[src/rtl/ring_counter_pkg.sv]
// Shared constants, state encoding and seed helper for the ring/Johnson counter.
// Optional checker macro used by the counter: RING_SELF_CORRECT_EN.
package ring_counter_pkg;

  localparam int unsigned MAX_WIDTH = 64;

  localparam logic MODE_RING    = 1'b0;
  localparam logic MODE_JOHNSON = 1'b1;

  typedef enum logic {
    S_SEED = 1'b0,
    S_RUN  = 1'b1
  } state_e;

  // The ring seed is a single 1 in bit 0; the Johnson seed is all zeros.
  // The result is MAX_WIDTH wide so the caller casts it down to its own width.
  function automatic logic [MAX_WIDTH-1:0] seed_pattern(input logic mode,
                                                        input int unsigned width);
    seed_pattern = '0;
    if (mode == MODE_RING && width != 0) begin
      seed_pattern[0] = 1'b1;
    end
  endfunction

endpackage

[src/rtl/ring_legal_check.sv]
// Combinational legality check of a counter pattern: ring must be one-hot,
// Johnson must contain at most one boundary between runs of equal bits.
module ring_legal_check
  import ring_counter_pkg::*;
#(
  parameter int WIDTH = 4
) (
  input  logic [WIDTH-1:0] q,
  input  logic             mode,
  output logic             legal
);

  logic [WIDTH-2:0] edges;

  // Bit i of edges marks a 0/1 boundary between q[i] and q[i+1].
  assign edges = q[WIDTH-2:0] ^ q[WIDTH-1:1];

  always_comb begin
    if (mode == MODE_RING) begin
      legal = ($countones(q) == 1);
    end else begin
      legal = ($countones(edges) <= 1);
    end
  end

endmodule

[src/rtl/ring_johnson_counter.sv]
// Ring / Johnson sequence generator with direction, enable, clear, load and wrap pulse.
// Define RING_SELF_CORRECT_EN to add the illegal-pattern checker that drives err_o.
module ring_johnson_counter
  import ring_counter_pkg::*;
#(
  parameter int WIDTH = 4
) (
  input  logic             clk,
  input  logic             reset,
  input  logic             clr_i,
  input  logic             en_i,
  input  logic             mode_i,
  input  logic             dir_i,
  input  logic             load_i,
  input  logic [WIDTH-1:0] load_val_i,
  output logic [WIDTH-1:0] q_o,
  output logic             wrap_o,
  output logic             err_o
);

  if (WIDTH < 2 || WIDTH > int'(MAX_WIDTH)) begin : g_bad_width
    $error("ring_johnson_counter: WIDTH must be in 2..64");
  end

  state_e           state_q, state_d;
  logic             mode_q,  mode_d;
  logic [WIDTH-1:0] q_q,     q_d;
  logic             wrap_q,  wrap_d;
  logic             err_q,   err_d;

  logic [WIDTH-1:0] seed_run;
  logic [WIDTH-1:0] seed_new;
  logic [WIDTH-1:0] step_up;
  logic [WIDTH-1:0] step_dn;
  logic             fix_req;

  assign seed_run = WIDTH'(seed_pattern(mode_q, WIDTH));
  assign seed_new = WIDTH'(seed_pattern(mode_i, WIDTH));

  // The bit shifted back in is inverted in Johnson mode, straight in ring mode.
  assign step_up = {q_q[WIDTH-2:0], q_q[WIDTH-1] ^ mode_q};
  assign step_dn = {q_q[0] ^ mode_q, q_q[WIDTH-1:1]};

`ifdef RING_SELF_CORRECT_EN
  logic legal;

  ring_legal_check #(
    .WIDTH(WIDTH)
  ) u_legal (
    .q    (q_q),
    .mode (mode_q),
    .legal(legal)
  );

  assign fix_req = (state_q == S_RUN) && !legal;
`else
  assign fix_req = 1'b0;
`endif

  // NOTE: sequential state uses non-blocking assignments so every register
  // samples the pre-edge values, independent of process evaluation order.
  always_ff @(posedge clk or negedge reset) begin
    if (!reset) begin
      state_q <= S_SEED;
      mode_q  <= MODE_RING;
      q_q     <= '0;
      wrap_q  <= 1'b0;
      err_q   <= 1'b0;
    end else begin
      state_q <= state_d;
      mode_q  <= mode_d;
      q_q     <= q_d;
      wrap_q  <= wrap_d;
      err_q   <= err_d;
    end
  end

  always_comb begin
    // NOTE: every comb output gets a default first, so no path can infer a latch.
    state_d = state_q;
    if (clr_i) begin
      state_d = S_SEED;
    end else if (load_i) begin
      state_d = S_RUN;
    end else if (state_q == S_SEED && en_i) begin
      state_d = S_RUN;
    end
  end

  always_comb begin
    q_d    = q_q;
    mode_d = mode_q;
    wrap_d = 1'b0;
    err_d  = 1'b0;
    if (clr_i) begin
      q_d = '0;
    end else if (load_i) begin
      q_d    = load_val_i;
      mode_d = mode_i;
    end else if (fix_req) begin
      q_d   = seed_run;
      err_d = 1'b1;
    end else if (en_i) begin
      if (state_q == S_SEED) begin
        // Mode is latched here; later mode_i changes are ignored until re-seed/load.
        mode_d = mode_i;
        q_d    = seed_new;
      end else begin
        q_d    = dir_i ? step_dn : step_up;
        wrap_d = (q_d == seed_run);
      end
    end
  end

  assign q_o    = q_q;
  assign wrap_o = wrap_q;
  assign err_o  = err_q;

endmodule

[config.mk]
export PLATFORM = sky130hd
export DESIGN_NAME = ring_johnson_counter
export DESIGN_NICKNAME = d
export VERILOG_FILES = /design/src/rtl/ring_counter_pkg.sv /design/src/rtl/ring_legal_check.sv /design/src/rtl/ring_johnson_counter.sv
export SDC_FILE = /design/constraint.sdc
export NUM_CORES = 1
export LEC_CHECK = 0
export ABC_AREA = 1
export CAP_MARGIN = 40
export CORE_AREA = 3 3 40 42
export CTS_BUF_LIST = sky130_fd_sc_hd__clkbuf_8
export CTS_CLUSTER_SIZE = 25
export DETAILED_ROUTE_END_ITERATION = 10
export DIE_AREA = 0 0 43 45
export HOLD_SLACK_MARGIN = 0.05
export PLACE_DENSITY = 0.66
export RECOVER_POWER = 100
export SYNTH_ARGS = -nofsm -noshare
export SYNTH_HDL_FRONTEND = slang
export SYNTH_HIERARCHICAL = 1
export SYNTH_SLANG_ARGS = --single-unit
[constraint.sdc]
create_clock -name clk -period 1.4 [get_ports clk]
set_clock_uncertainty 0.2 [all_clocks]
set_input_delay 0.28 -clock clk [delete_from_list [all_inputs] [get_ports clk]]
set_output_delay 0.28 -clock clk [all_outputs]
set_load 0.01 [all_outputs]
* Yosys cells after proc, flatten, opt, wreduce, memory -nomap -nowiden
Cells that the tools add are included.
Cells by class: bitwise logic cells 4, mux-type cells 17, reductions and logical operators 5, eq/ne operators 2
Operators by type and width (count):
- $mux W4 | 5
- $mux W1 | 12
- $reduce_bool A3 Y1 | 2
- $eq A4 B1 Y1 | 1
- $reduce_and A3 Y1 | 1
- $ne A2 B2 Y1 const B | 1
- $not A1 Y1 | 2
- $reduce_bool A2 Y1 | 1
- $xor A1 B1 Y1 | 2
- $logic_and A1 B1 Y1 | 1
Storage, ports and cells: word-level logic and storage cells 32, register bits 7, input port bits 11, output and inout bits 6

* Logic depth before layout (Yosys ltp)
depth in word-level cells 7, gate-level depth with buffers 8, depth with buffers taken out 8

* Least setup slack after synthesis
Ideal clock, no wire load.
path type reg2reg, from register q_q[1], in the netlist q_o[1], to register q_q[0], in the netlist q_o[0], clock period less this slack 1.190 ns, data required time 1.084 ns, path buffers 0, cell stages (with the launch flop) 6, library setup time 0.116 ns, data arrival time 0.873 ns, path slack 0.210 ns, path through dfrtp_1 -> or2_4 -> nand3_1 -> nand2_1 -> nand2_1 -> nand2_1
Between the ends: word-level cells in the longest chain between the ends 5
Ends and longest elaborated chain:
- start: declaration | line ring_johnson_counter.sv:27 | logic [WIDTH-1:0] q_q, q_d;
- start signal: assignment | line ring_johnson_counter.sv:72 | q_q <= q_d;
- $mux W4 | line ring_johnson_counter.sv:109 | q_d = dir_i ? step_dn : step_up;
- $mux W4 | line ring_johnson_counter.sv:104 | if (state_q == S_SEED) begin
- $mux W4 | line ring_johnson_counter.sv:103 | end else if (en_i) begin
- $mux W4 | line ring_johnson_counter.sv:97 | end else if (load_i) begin
- $mux W4 | line ring_johnson_counter.sv:95 | if (clr_i) begin
Every way passes these cells. The select of a mux whose other input is x is not followed. A chain may end at the register's enable or synchronous reset.

* Final worst setup path
from register q_q[1], in the netlist q_o[1], to output q_o[1]
RTL lines:
- end: declaration | line ring_johnson_counter.sv:16 | output logic [WIDTH-1:0] q_o,
No word-level cell between the ends.

==> results.toml <==
[run_status]
outcome = "finished clean"

[synth]
synth_area_leaders = "dfrtp_1 37%, nand2_1 25%, inv_1 6.3%"
yosysWarnings = 6
synth_ff_type = "dfrtp_1"
yosysTopAreaCellShare_pct = 36.6
synthesis.instances = 72
synth_top_cell_by_area = "dfrtp_1"
synth_seq_cells = 7
synthTopCellsByCount = "32 x nand2_1, 8 x inv_1, 7 x dfrtp_1"
syn_nets = 83
async_flop_share_pct = 100
seq_area_frac_synth_pct = 36.6
ys_types = 18
postSynthAreaPerCell_um2 = 6.64
syn_area_um2 = 478
synth_most_common_cell = "nand2_1"
synth-edff-count = 0

[route]
drtPass1Iterations = 4
wl_met1_um = 547
drc = 0
drtIter0Drc = 20
wl_um = 1340
top_layer_used = "met4"
dr_total_vias = 560
met3_length_um = 79
wl_per_cell_um = 11.7
vias_per_cell = 4.91
drtAntennaViolNets = 0
wl_met2_um = 677

[grt]
overflow = 0
grt_use_total_pct = 16.8
grt_max_degree = 8
grt_pass1_wl_um = 2300
antenna_found_initial = 0
grt_pass1_vias = 552

[timing]
final-hold-violation-count = 0
fmax_mhz = 734
fin_ws_ps = 37.8
slew_violations = 0
final.min_clock_period_ps = 1360
rsz0062_at_grt = "false"
setup_viol = 0
holdWs_ps = 183
post-route-period-util_pct = 97.3
timing.setup.tns_ps = 0

[critical_path]
cp_cell_sequence = "clkdlybuf4s15_1"
slowest_stage = "dfrtp_1"
path_class = "reg2out"
crit_family = "flip-flops"
worst_path_largest_cell_delay_ps = 410
reg2reg_from = "q_o[1]"
cp-start-kind = "flop"
worst_r2r_path_depth = 6
cp.arrival_ps = 880
worstReg2RegEnd = "q_o[0]"
critPathMaxFanout = 3
cp-end-kind = "output port"
crit_required_ps = 920
startpoint = "q_o[1]"
path_buf_inv = 1
endpoint = "q_o[1]"
ff2ff_setup_slack_ps = 80
path_depth = 1

[die]
die_area_um2 = 1940
dieHeight_um = 45
io_pins = 17
rows = 13
chipWidth_um = 43
core_region_area_um2 = 1280
start_util_pct = 37.2

[finish]
area_growth_syn_to_layout_pct = 56.0
finalInstanceArea_um2 = 746
n_antenna_cell = 0
nets = 111
drive_gt1_share_pct = 21.2
final_util_pct = 58.0

[place]
port_buffers = 15
pre_cts_slack_ps = -311
dp_hpwl_um = 1050
dpl_cell_area_um2 = 681
gp_congestion = 0.799

[clock_tree]
clk_latency_ps = 230
clkSinkCount = 7
clock-root-buffer = "clkbuf_8"
numCtsBuffers = 3
clkTransAtPathRegs_ps = 40
ctsHoldBuffers = 0
cts.path.max_buffers = 2
htreeDepth = 1
cts_tree = "done"

[pwr]
power_density_nw_per_um2 = 933
p_leak_nw = 0.394
ir_drop_mv = 0.448

[hold_path]
hold_path_class = "in2async"

[job]
timing.max_cap.violations = 0
-- placed cells by master, fill, tap and decap left out, types with 3 or more instances in the layout --
cell / count
nand2_1: 32
inv_1: 8
clkdlybuf4s50_1: 7
dfrtp_1: 7
buf_4: 7
o21ai_0: 3
nand3_1: 3
a21oi_1: 3
clkbuf_8: 3
dlygate4sd2_1: 3
-- registers in the layout (all words and copies together), names as in the netlist --
name and flops:
wrap_o 1, state_q 1, mode_q 1, q_o 4
-- worst register-to-register path, delay by kind of cell, from the launching register on --
family / cells / cell delay, ps
AND/OR/NAND/NOR: 5 / 470
flip-flops: 1 / 410
buffers and inverters: 1 / 140
-- metal layers --
metal | track usage (%) | vias up
li1 | - | 275
met1 | 16.9 | 262
met2 | 30.2 | 20
met3 | 3.98 | 3
met4 | 12.7 | 0
met5 | 0 | -
-- cell families (layout without fill, tap and decap cells) --
family                 count (synthesis)  in the layout  share of synthesized area (%)
flip-flops                             7              7                           36.6
AND/OR/NAND/NOR                       44             44                           41.4
other                                  1              1                          0.785
AO/OA/AOI/OAI                          9              9                           10.2
buffers and inverters                 11             38                           11.0
-- worst min-delay path by stage --
stage          cells past startpoint  slack (ps)      to
2_1_floorplan                      0        -220  mode_q
3_3_place_gp                       2         300  q_o[2]
3_5_place_dp                       2         320  q_o[2]
4_1_cts                            1         120  q_o[3]
5_1_grt                            1         200  q_o[3]
6_report                           1         180  q_o[3]
-- repair_timing --
item                       CTS  global route
resized for setup           11             6
setup endpoints to repair   11             5
hold endpoints to repair     0             0
buffers inserted             3             0
-- metrics by stage --
step                std cells  power, W
floorplan                  72  0.000318
finish                    114  0.000696
CTS                       114  0.000701
detailed placement        107  0.000402
global route              114  0.000732
global placement          107  0.000397
-- report_power, final --
part | internal, W | switching [W] | total, W | leakage [nW]
combinational | 0.0000819 | 0.0000872 | 0.000169 | 0.279
sequential | 0.000217 | 0.0000171 | 0.000234 | 0.0903
clock | 0.000194 | 0.0000988 | 0.000292 | 0.0255
total | 0.000493 | 0.000203 | 0.000696 | 0.394
-- area by class of cell --
class	instances	area, µm²
timing repair buffer	25	213
inverter	9	33.8
multi-input combinational	54	259
fill	132	539
clock buffer	3	41.3
sequential	7	175
tap	15	18.8
clock inverter	1	5.00
Note: power is estimated with default switching activity, not from simulation.
